===== config.mk =====
export PLATFORM = sky130hd
export DESIGN_NAME = rr_arbiter8
export DESIGN_NICKNAME = d
export VERILOG_FILES = /design/src/rtl/rr_arbiter8.sv
export SDC_FILE = /design/constraint.sdc
export NUM_CORES = 1
export LEC_CHECK = 0
export ABC_AREA = 1
export CORE_MARGIN = 1
export CORE_UTILIZATION = 45
export CTS_BUF_LIST = sky130_fd_sc_hd__clkbuf_4 sky130_fd_sc_hd__clkbuf_8
export DETAILED_ROUTE_END_ITERATION = 8
export MAX_ROUTING_LAYER = met4
export PLACE_DENSITY = 0.66
export REMOVE_ABC_BUFFERS = 1
export SLEW_MARGIN = 5
export SYNTH_ARGS = -nofsm -noshare
export SYNTH_HDL_FRONTEND = slang
export SYNTH_SLANG_ARGS = --single-unit

===== constraint.sdc =====
create_clock -name clk -period 4.01 [get_ports clk]
set_input_delay 0.802 -clock clk [delete_from_list [all_inputs] [get_ports clk]]
set_output_delay 0.802 -clock clk [all_outputs]
set_load 0.01 [all_outputs]

===== src/rtl/rr_arbiter8.sv =====
// rr_arbiter8: eight-requester round-robin arbiter with registered, held grants
// Ports: clk, rst (sync active-high), req[7:0] requests, done owner release strobe,
//        gnt[7:0] one-hot grant, gnt_idx owner index, gnt_valid grant active, timeout forced-release pulse.
// Define ARB_TIMEOUT_EN to bound each grant to MAX_HOLD cycles; otherwise timeout is tied 0.
module rr_arbiter8 #(
  parameter int MAX_HOLD = 16
) (
  input  logic       clk,
  input  logic       rst,
  input  logic [7:0] req,
  input  logic       done,
  output logic [7:0] gnt,
  output logic [2:0] gnt_idx,
  output logic       gnt_valid,
  output logic       timeout
);
  typedef enum logic {IDLE, GRANT} state_t;
  state_t state, state_nxt;
  logic [2:0] ptr, ptr_nxt, idx_nxt, win;
  logic [7:0] gnt_nxt;
  logic found, rel_norm, force_rel, rel;
  // Scan r upward from bit s with wraparound; returns {found, index}.
  function automatic logic [3:0] pick(input logic [7:0] r, input logic [2:0] s);
    logic [3:0] p;
    p = '0;
    for (int i = 7; i >= 0; i--)
      if (r[s + 3'(i)]) p = {1'b1, s + 3'(i)};
    return p;
  endfunction
  `ifdef ARB_TIMEOUT_EN
  logic [7:0] hold;
  logic tmo;
  assign force_rel = (state == GRANT) && !rel_norm && (hold == 8'(MAX_HOLD - 1));
  assign timeout = tmo;
  always_ff @(posedge clk) begin
    if (rst) begin
      hold <= '0;
      tmo  <= 1'b0;
    end else begin
      hold <= (state == GRANT && !rel) ? hold + 8'd1 : 8'd0;
      tmo  <= force_rel;
    end
  end
  `else
  assign force_rel = 1'b0;
  assign timeout = 1'b0;
  `endif
  always_comb begin
    rel_norm = (state == GRANT) && (done || !req[gnt_idx]);
    rel = rel_norm || force_rel;
    // On release the releasing owner is masked out so it always sees at least one idle cycle.
    {found, win} = pick(rel ? req & ~(8'b1 << gnt_idx) : req, rel ? gnt_idx + 3'd1 : ptr);
    ptr_nxt = rel ? gnt_idx + 3'd1 : ptr;
    state_nxt = state;
    gnt_nxt = gnt;
    idx_nxt = gnt_idx;
    if (state == IDLE || rel) begin
      state_nxt = found ? GRANT : IDLE;
      gnt_nxt = found ? 8'b1 << win : 8'd0;
      idx_nxt = found ? win : gnt_idx;
    end
  end
  always_ff @(posedge clk) begin
    if (rst) begin
      state     <= IDLE;
      ptr       <= '0;
      gnt       <= '0;
      gnt_idx   <= '0;
      gnt_valid <= 1'b0;
    end else begin
      state     <= state_nxt;
      ptr       <= ptr_nxt;
      gnt       <= gnt_nxt;
      gnt_idx   <= idx_nxt;
      gnt_valid <= state_nxt == GRANT;
    end
  end
endmodule


After elaboration in Yosys (flattened, before gate mapping) --
Cells that the tools add are included.
Storage, ports and cells: output and inout port bits 13, input port bits 11, logic and storage cells 61, flip-flop bits (word level) 15
Operators by class: reductions and logical operators 5, bitwise logic cells 3, $lt $le $gt $ge 9, $add $sub $neg 8, shift-type cells 2, muxes and demuxes 30
Operators by type and width (count):
- less-than comparator 3 x 4 -> 1 bit (second input constant) | 9
- two-way mux 4 bit | 8
- binary-select mux 1 bit (select 3 bit) | 9
- two-way mux 8 bit | 2
- << shifter 1 x 3 -> 8 bit (first input constant) | 2
- adder 3 bit (second input constant) | 4
- two-way mux 1 bit | 10
- bitwise AND 8 bit | 1
- NOT 8 bit | 1
- adder 3 x 1 -> 3 bit (second input constant) | 2
- adder 3 x 2 -> 3 bit (second input constant) | 2
- two-way mux 3 bit | 1
- logical OR 1 bit | 2
- AND reduction 2 bit | 1
- logical AND 1 bit | 1
- logical NOT 1 bit | 1
- NOT 1 bit | 1

Logic depth before layout (Yosys ltp) --
word-level depth 19, mapped depth 27

Worst setup path after synthesis --
No wires, ideal clock.
kind in2reg, from input req[7], to register gnt[2], data required time 3.878 ns, path slack 0.967 ns, setup time 0.132 ns, cell stages on the path 22, data arrival time 2.911 ns, path through inv_1 -> nand2_1 -> nand3_1 -> nand3_2 -> nand3_4 -> nand2_4 -> buf_6 -> nand2_4 -> nand2_8 -> ha_1 -> inv_1 -> nand3_1 -> nand3_2 -> nand2_2 -> nor2_1 -> nand4_2 -> nand2_4 -> nor2_1 -> nand2_1 -> inv_2 -> nand3_1 -> a21oi_1
Between the ends: cells in the longest elaborated chain, start to end 19
Ends and longest elaborated chain:
- from (decl) | line 10 | input logic [7:0] req,
- binary-select mux 1 bit (select 3 bit) | line 49 | rel_norm = (state == GRANT) && (done || !req[gnt_idx]);
- two-way mux 1 bit (implied by the code) | line 49
- logical NOT 1 bit | line 49
- logical OR 1 bit | line 49
- logical AND 1 bit | line 49
- two-way mux 3 bit
- adder 3 bit | line 27 | if (r[s + 3'(i)]) p = {1'b1, s + 3'(i)};
- binary-select mux 1 bit (select 3 bit) | line 27
- two-way mux 1 bit (implied by the code) | line 27
- two-way mux 4 bit (8 in series) | line 27
- << shifter 1 x 3 -> 8 bit | line 59 | gnt_nxt = found ? 8'b1 << win : 8'd0;
- two-way mux 8 bit | line 59
- to (signal assigned) | line 73 | gnt <= gnt_nxt;
- to (decl) | line 12 | output logic [7:0] gnt,
Several ways; a longest one is shown, not always the timed one. The select of a mux whose other input is x is not followed. A chain may end at the register's enable or synchronous reset.

Worst setup path after layout --
from input req[7], to register gnt[5]
The elaborated chain is that of the path after synthesis.

==> impl_metrics.yaml <==
cts:
  clock_latency_ps: 240
  cts_tree: "built"
  cts_max_level: 1
  clockBufferDepth: 2
  cts.sinks: 15
  cts_setup_buffers: 0
  path_clk_slew_ps: 50
  clockRootBuffer: "clkbuf_8"
  cts_resized: 0
  numCtsBuffers: 3
  cts.hold.buffers_added: 0
place:
  dp.cells: 368
  hpwl_um: 3697
  routabilityCongestion: 0.9492
  io_buffers: 22
setup_path:
  slowest_stage: "clkdlybuf4s50_1"
  crit_type: "in -> reg"
  reg2reg_setup_slack_ps: 800
  cpPeakStageDelay_ps: 440
  startpoint_type: "primary input"
  cp_max_fo: 13
  cp_data_arrival_time_ps: 3780
  endpoint_kind: "register"
  crit_family: "simple AND/OR/NAND/NOR gates"
  critical_path_required_ps: 4170
  crit_buf_inv: 3
  cp_cell_sequence: "clkdlybuf4s50_1 > inv_1 > nand2_1 > nand3_1 > nand3_2 > nand3_4 > nand2_4 > nand2_4 > nand2_8 > ha_1 > inv_1 > nand3_1 > nand3_2 > nand2_2 > a21oi_1 > nand3_1 > nand2_1 > nand2_1 > nand2_2 > nand2_2 > nand2_2 > nand3_1 > a21oi_1"
finish:
  area_growth_pct: 15.43
  final_util_pct: 56.19
  antenna_cells: 0
  nets: 343
  stdcell_count: 372
  regArea_um2: 300.3
  fillers: 400
  multi_input_area_um2: 1345
  drive_above_1_share_pct: 19.44
die:
  core_area_um2: 3799
  die_area_um2: 4370
  num_io_pins: 24
  core.rowCount: 22
  die-height_um: 66.11
  die_x_um: 66.11
  start_util_pct: 48.68
global_routing:
  grt_antenna_before_repair: 0
  grt_pass1_vias: 1664
  grt_usage_pct: 22.50
  grt_max_degree: 21
  grt_first_pass_wirelength_um: 7507
  overflow: 0
sta:
  whs_ps: 464.2
  grt_setup_unrepaired: "no"
  fmax_mhz: 276.5
  max_slew_margin_pct: 54.37
  period_share_pct: 90.20
  worst_pin_slew_ps: 683.5
  slew_viol_final: 0
  final_hold_viol_count: 0
  fin_crit_ps: 3617
  skew_ps: 3.960
  tns_ps: 0
  setup-violations-final: 0
yosys:
  post-synth-top-count-cell: "nand2_1"
  synth_edf_count: 0
  synth_flop_cell: "dfxtp_1"
  synthTopCellsByCount: "nand2_1, nand3_1, inv_1, nand2_2, a21oi_1"
  ys_types: 28
  yosysTopAreaCell: "nand2_1"
  synthArstFlopShare_pct: 0
  syn_inst: 304
  synth_top_area_share_pct: 19.49
  yosysSeqAreaShare_pct: 16.24
  syn_area_per_cell_um2: 6.083
  synth_area_leaders: "nand2_1, dfxtp_1, nand3_1"
  synth_area_um2: 1849
  ys.warnings.count: 0
  ys_ff_latch: 15
flow_run:
  drv_cap: 0
detailed_routing:
  drtAntennaViolNets: 0
  drtIter0Drc: 105
  wl_per_cell_um: 11.99
  routed_wl_um: 4460
  via_per_inst: 4.981
  drc_errors: 0
  dr.pass1.iters: 4
  num_vias: 1853
min_path:
  hold_class: "reg -> reg"
run_status:
  outcome: "completed"
==> registers in the layout, indices dropped and copies added, names as in the netlist <==
register,flops
ptr,3
state,1
gnt,8
gnt_idx,3
==> placed cells by master (no fill, tap or decap), drive strengths merged <==
cell type / n
nand3b: 4
inv: 36
nand3: 57
nand2: 126
buf: 3
conb: 1
a211oi: 1
nand4: 2
nor2: 16
ha: 7
dfxtp: 15
o21ai: 3
clkbuf: 4
clkdlybuf4s50: 22
o21bai: 1
a21oi: 26
==> worst paths after layout <==
check,endpoint,depth (start not counted),from
setup / recovery,gnt[5],23,req[7]
hold / removal,gnt[0],2,gnt[0]
hold reg to reg,gnt[0],2,gnt[0]
setup reg to reg,gnt[5],21,gnt_idx[0]
==> logic make-up (layout without fill, tap and decap cells) <==
| logic type | Yosys count | in the layout | share of synthesized area (%) |
|---|---|---|---|
| AO/OA/AOI/OAI | 31 | 31 | 10.15 |
| adder cells (fa/ha/maj) | 7 | 7 | 4.736 |
| buffers and inverters | 45 | 65 | 11.03 |
| flip-flops | 15 | 15 | 16.24 |
| other | 1 | 1 | 0.2028 |
| AND/OR/NAND/NOR | 205 | 205 | 57.65 |
==> worst register-to-register path: cells and delay by family (launching register included) <==
kind                     cells  cell delay (ps)
AO/OA/AOI/OAI                2              280
adder cells (fa/ha/maj)      1              370
buffers and inverters        2              260
flip-flops                   1              570
AND/OR/NAND/NOR             16             1670
==> final cells by class <==
cell class              count  share of cell area [%]
multi-input cells         244                   63.01
clock buffers               4                   2.286
well taps                  48                   2.814
inverters                  36                   6.448
repair buffers             25                   11.37
flip-flops and latches     15                   14.07
==> per-layer routing <==
layer / share of wire, % / vias to the layer above / track usage [%]
met5: 0 / - / -
li1: - / 1007 / -
met1: 54 / 826 / 32.43
met4: 0 / 0 / 3.191
met3: 2.3 / 0 / 1.897
met2: 44 / 20 / 34.82
==> per-stage QoR <==
stage	worst slack, ps	cell area (um^2)
4_1_cts	411.9	2135
2_1_floorplan	853.9	1783
3_3_place_gp	213.7	2086
6_report	392.8	2135
3_5_place_dp	166.7	2086
5_1_grt	95.35	2135
Power is left out: the tool's default activity adds up to more than one toggle a clock period on the data nets, which glitch-free logic cannot reach.
